[src/rtl/memgame_pkg.sv]
// Shared definitions for the memory-game card dealer: palette, FSM encoding, LFSR constants.
package memgame_pkg;

    localparam int COLOR_W  = 12;
    localparam int N_COLORS = 8;

    localparam logic [15:0] DEFAULT_SEED = 16'hACE1;
    localparam logic [15:0] LFSR_MASK    = 16'hB400;

    typedef enum logic [2:0] {
        ST_IDLE,
        ST_FILL,
        ST_SHUFFLE,
        ST_WRITE,
        ST_DONE
    } state_t;

    // {r,g,b}, 4 bits per channel: RED, GREEN, BLUE, CYAN, MAGENTA, YELLOW, WHITE, MINT
    localparam logic [COLOR_W-1:0] PALETTE [N_COLORS] = '{
        12'hF00, 12'h0F0, 12'h00F, 12'h0FF,
        12'hF0F, 12'hFF0, 12'hFFF, 12'h8FC
    };

    // Galois right-shift step
    function automatic logic [15:0] lfsr_next(input logic [15:0] q);
        return (q >> 1) ^ (q[0] ? LFSR_MASK : 16'h0000);
    endfunction

endpackage

[src/rtl/lfsr16.sv]
// 16-bit Galois LFSR; a zero seed is replaced by the default so the register never locks up.
module lfsr16
    import memgame_pkg::*;
(
    input  logic        clk,
    input  logic        rst,
    input  logic        load,
    input  logic [15:0] seed,
    input  logic        step,
    output logic [15:0] q
);

    always_ff @(posedge clk) begin
        if (rst) begin
            q <= DEFAULT_SEED;
        end else if (load) begin
            q <= (seed == 16'h0000) ? DEFAULT_SEED : seed;
        end else if (step) begin
            q <= lfsr_next(q);
        end
    end

endmodule

[src/rtl/deal_cards.sv]
// Fills a deck with colour pairs, Fisher-Yates shuffles it with an LFSR, and writes it
// out to consecutive register-file addresses.
module deal_cards
    import memgame_pkg::*;
#(
    parameter int N_PAIRS   = 6,
    parameter int ADDR_W    = 4,
    parameter int BASE_ADDR = 1,
    parameter int COLOR_W   = memgame_pkg::COLOR_W
) (
    input  logic                 clk,
    input  logic                 rst,
    input  logic                 start,
    input  logic [15:0]          seed,
    output logic                 busy,
    output logic                 done,
    output logic                 wr_en,
    output logic [ADDR_W-1:0]    wr_addr,
    output logic [COLOR_W+1:0]   wr_data
);

    localparam int DECK_N = 2 * N_PAIRS;
    localparam int IDX_W  = $clog2(DECK_N);
    localparam logic [IDX_W-1:0] LAST = IDX_W'(DECK_N - 1);

    if (N_PAIRS < 1 || N_PAIRS > 8) begin : g_bad_pairs
        $error("deal_cards: N_PAIRS must be in 1..8");
    end
    if (BASE_ADDR + DECK_N - 1 > (1 << ADDR_W) - 1) begin : g_bad_addr
        $error("deal_cards: deck does not fit in the register-file address space");
    end

    state_t             state, state_n;
    logic [IDX_W-1:0]   k;
    logic [IDX_W-1:0]   i;
    logic [IDX_W-1:0]   j;
    logic [15:0]        lfsr_q;
    logic               accept;
    logic               swap;
    logic [COLOR_W-1:0] deck [DECK_N];

    assign accept = (state == ST_IDLE) && start;
    assign j      = lfsr_q[IDX_W-1:0];
    assign swap   = (state == ST_SHUFFLE) && (j <= i);

    lfsr16 u_lfsr (
        .clk  (clk),
        .rst  (rst),
        .load (accept),
        .seed (seed),
        .step (state == ST_SHUFFLE),
        .q    (lfsr_q)
    );

    always_ff @(posedge clk) begin
        if (rst) begin
            state <= ST_IDLE;
        end else begin
            state <= state_n;
        end
    end

    always_comb begin
        state_n = state;
        case (state)
            ST_IDLE:    if (start) state_n = ST_FILL;
            ST_FILL:    if (k == LAST) state_n = ST_SHUFFLE;
            ST_SHUFFLE: if (swap && i == IDX_W'(1)) state_n = ST_WRITE;
            ST_WRITE:   if (k == LAST) state_n = ST_DONE;
            ST_DONE:    state_n = ST_IDLE;
            default:    state_n = ST_IDLE;
        endcase
    end

    // k walks the deck in FILL and WRITE; i is the Fisher-Yates upper bound
    always_ff @(posedge clk) begin
        if (rst) begin
            k <= '0;
            i <= '0;
        end else begin
            if (state == ST_FILL || state == ST_WRITE) begin
                k <= (k == LAST) ? '0 : k + IDX_W'(1);
            end else begin
                k <= '0;
            end
            if (accept) begin
                i <= LAST;
            end else if (swap) begin
                i <= i - IDX_W'(1);
            end
        end
    end

    always_ff @(posedge clk) begin
        if (state == ST_FILL) begin
            deck[k] <= COLOR_W'(PALETTE[3'(k >> 1)]);
        end else if (swap) begin
            deck[i] <= deck[j];
            deck[j] <= deck[i];
        end
    end

    // Registered outputs lag the state by one cycle, so done lands after the last write
    always_ff @(posedge clk) begin
        if (rst) begin
            busy    <= 1'b0;
            done    <= 1'b0;
            wr_en   <= 1'b0;
            wr_addr <= '0;
            wr_data <= '0;
        end else begin
            busy  <= (state_n != ST_IDLE);
            done  <= (state == ST_DONE);
            wr_en <= (state == ST_WRITE);
            if (state == ST_WRITE) begin
                wr_addr <= ADDR_W'(BASE_ADDR) + ADDR_W'(k);
                wr_data <= {deck[k], 1'b0, 1'b1};
            end else begin
                wr_addr <= '0;
                wr_data <= '0;
            end
        end
    end

endmodule

[config.mk]
export PLATFORM = sky130hd
export DESIGN_NAME = deal_cards
export DESIGN_NICKNAME = d
export VERILOG_FILES = /design/src/rtl/memgame_pkg.sv /design/src/rtl/lfsr16.sv /design/src/rtl/deal_cards.sv
export SDC_FILE = /design/constraint.sdc
export NUM_CORES = 1
export LEC_CHECK = 0
export BUFFER_PORTS_ARGS = -buffer_cell sky130_fd_sc_hd__buf_2
export CAP_MARGIN = 20
export CORE_ASPECT_RATIO = 0.6
export CORE_MARGIN = 1
export CORE_UTILIZATION = 65
export CTS_CLUSTER_DIAMETER = 120
export DETAILED_ROUTE_END_ITERATION = 8
export PLACE_DENSITY_LB_ADDON = 0.05
export SLEW_MARGIN = 25
export SYNTH_ARGS = -nofsm -noshare
export SYNTH_HDL_FRONTEND = slang
export SYNTH_SLANG_ARGS = --single-unit
[constraint.sdc]
create_clock -name clk -period 8.7 [get_ports clk]
set_clock_uncertainty 0.2 [all_clocks]
set_input_delay 0.435 -clock clk [delete_from_list [all_inputs] [get_ports clk]]
set_output_delay 0.435 -clock clk [all_outputs]
set_load 0.1 [all_outputs]
==> run summary <==
Fin crit share - 54.6%
Number of vias in the routed layout - 10200
Setup TNS - 0 ns
Inserted Diodes - 0
Initial core utilization - 66.8%
Top cell type by total area after synthesis - edfxtp_1
Sequential area share after synthesis - 43.9%
Switching Power - 0.000623 W
Final instance area - 13100 um^2
Fraction of layout cells with a size suffix above 1 - 25.8%
Num ports - 40
Root buffer cell - clkbuf_16
Multi-input logic area - 6320 um^2
Hold buffer count at CTS - 0
GRT Overall Usage - 42.8%
P&R area growth vs syn - 7.68%
Worst-path clk slew - 0.07 ns
Worst r2r src - i[1]
Initial antenna violation count - 1
Crit-path max cell delay - 0.69 ns
Logic pwr share - 15.8%
Leak Pwr - 4.20 nW
Critical path origin - i[1]
DP HPWL - 25.8 mm
Status - completed
Worst path slowest cell - a21oi_2
Crit end category - register
Postcts setup bufs - 0
Top post-synthesis cells by area - edfxtp_1 (36%), mux4_2 (15%), dfxtp_1 (8.3%), a221oi_1 (5.1%), mux2i_1 (3.5%)
Grt total ovfl - 0
Peak Freq - 0.210 GHz
Reg-to-reg endpoint - deck[0][10]
Crit path launch type - register
Maximum clock path buffer count - 2
Pre-CTS setup slack - 4.05 ns
Worst slew pin tran - 1.15 ns
Min Tclk post-route - 4.75 ns
Maxcap violations - 0
CP most frequent cell - buf_4
DRC Markers - 0
Hold Path Class - in -> reg
VDD IR-drop max - 0.136 mV
Area fraction of the dominant cell type after synthesis - 35.7%
Number of synthesized flops with an enable pin - 144
# setup viols final - 0
CP max FO - 58
DIE WIDTH - 178 um
CTS resizes - 0
Die area - 19200 um^2
Num Clock Sinks - 194
Max-slew violations - 0
RSZ-0062 raised after global routing - false
Final nets - 1075
Worst-Skew Late Latency - 0.45 ns
WHS - 0.0265 ns
Top FF cell, synth - edfxtp_1
Fillcell total - 1320
Worst slew margin - 23.1%
Int Power - 0.00151 W
Placed cell area - 12500 um^2
Mapped Cells - 1073
Die Y - 108 um
Aggregate routed wire length - 39.6 mm
CTS tree - done
Worst-path cell chain - buf_4, inv_1, ha_1, nor2b_1, o211ai_1, a21oi_4, buf_4, nor2_1, a21oi_2
WP data required - 8.58 ns
Reg power frac - 47.9%
Synth unique cells - 52
Synthesis-stage register bit count - 194
Max H-tree Level - 4
Setup ws final - 3.95 ns
Critical path class - reg -> reg
Post-route ant nets - 0
Core area - 18200 um^2
Port bufs - 38
Critical path arrival - 4.63 ns
Pre-antenna DRT Iters - 6
Std-Cell Rows - 38
Largest net degree at the start of global routing - 59
YS warnings - 0
CTS Buf Count - 17
FF-to-FF setup slack - 3.95 ns
Power Dens Cells - 163 nW/um^2
Synthesized Nets - 1099
Synthesized cell area - 12100 um^2
GPL Wtd Cong - 0.963
Sw Ratio - 29.3%
Avg Cell Area, Syn - 11.3 um^2
Final Hold Viols - 0
Storage cell area - 5330 um^2
Crit path to - deck[0][10]
Detailed Route Iter0 Violations - 1776
Post-synth ARST share - 0%
First-pass GRT wire length - 58.9 mm
Clock power frac - 36.2%
WL/cell - 30.4 um
R2R cell count - 9
Vias/cell - 7.85
Number of global-route vias before repair - 9359
worst min path at each step:
stage,end,startpoint,cells after the start,slack [ns]
after CTS,u_lfsr.q[13],seed[13],3,0.02
after global routing,u_lfsr.q[13],seed[13],3,0.03
final,u_lfsr.q[13],seed[13],3,0.03
after global placement,u_lfsr.q[8],u_lfsr.q[8],2,0.24
after floorplan,u_lfsr.q[8],u_lfsr.q[8],2,0.24
after detailed placement,u_lfsr.q[8],u_lfsr.q[8],2,0.25
cell usage in the layout, fill, tap and decap left out, drive strengths merged, types with 2 or more instances in the layout:
cell type / instances
a311oi: 3
o21ai: 17
ha: 7
nor2b: 10
dfxtp: 50
edfxtp: 144
nand3: 33
nand2: 69
clkinv: 4
a31oi: 13
nor3b: 2
xor2: 5
mux2: 38
buf: 80
nor4b: 3
mux4: 80
nor2: 89
xnor2: 2
mux2i: 43
inv: 18
or2: 3
a21o: 2
o32ai: 3
o31ai: 24
nor4: 17
o22ai: 37
nand4: 3
nor3: 47
a21oi: 55
clkbuf: 20
a211oi: 53
nand2b: 7
a221oi: 70
Yosys cell counts (33+ instances only):
library cell / count
nor2_1: 87
a21oi_1: 54
mux2i_1: 43
edfxtp_1: 144
nand3_1: 33
o22ai_1: 37
mux2_2: 38
clkbuf_1: 60
nor3_1: 46
mux4_2: 80
a211oi_1: 49
nand2_1: 69
buf_2: 39
a221oi_1: 70
dfxtp_1: 50
routing by layer:
| metal | wire [um] | vias to the layer above | GRT usage, % |
|---|---|---|---|
| li1 | - | 4254 | - |
| met1 | 15100 | 4949 | 61.5 |
| met2 | 16200 | 888 | 57.0 |
| met3 | 7120 | 124 | 20.1 |
| met4 | 1200 | 2 | 12.2 |
| met5 | 13 | - | 0 |
power by group through the flow:
stage,combinational [W],clock [W],sequential [W]
CTS,0.000321,0.000772,0.00102
global placement,0.000313,0,0.00104
global route,0.000351,0.000806,0.00102
finish,0.000337,0.000771,0.00102
floorplan,0.000236,0,0.00103
detailed placement,0.000319,0,0.00104
area by class of cell:
cell class	count	area share, %
timing repair buffer	81	3.93
inverter	10	0.287
tap	240	2.30
sequential	194	40.8
clock buffer	19	3.39
multi-input combinational	745	48.4
clock inverter	13	0.872
state kept, by name (all words and copies together), names as in the netlist, named ones only:
signal    flops
busy          1
deck        144
done          1
i             4
k             4
state         3
u_lfsr.q     16
wr_addr       4
wr_data      12
wr_en         1
logic make-up (layout without fill, tap and decap cells):
family                   after synthesis  after routing  share of synthesized area [%]
other                                  1              1                         0.0309
flip-flops                           194            194                           43.9
buffers and inverters                134            123                           5.42
adder cells (fa/ha/maj)                7              7                          0.722
multiplexers                         161            161                           21.9
AND/OR/NAND/NOR                      288            288                           11.0
AO/OA/AOI/OAI                        281            281                           16.4
XOR/XNOR                               7              7                          0.506
metrics by stage:
step / utilization [%] / std cells / total power (W)
5_1_grt: 71.9 / 1302 / 0.00218
6_report: 71.9 / 1302 / 0.00213
3_5_place_dp: 68.7 / 1269 / 0.00136
3_3_place_gp: 68.5 / 1269 / 0.00135
2_1_floorplan: - / 1073 / 0.00126
4_1_cts: 71.7 / 1301 / 0.00211
worst max-delay path, delay by kind of cell, from the launching register on:
kind,cells,cell delay [ns]
AND/OR/NAND/NOR,2,0.40
adder cells (fa/ha/maj),1,0.39
flip-flops,1,0.31
AO/OA/AOI/OAI,3,1.50
buffers and inverters,3,1.52
Note: power is estimated with default switching activity, not from simulation.
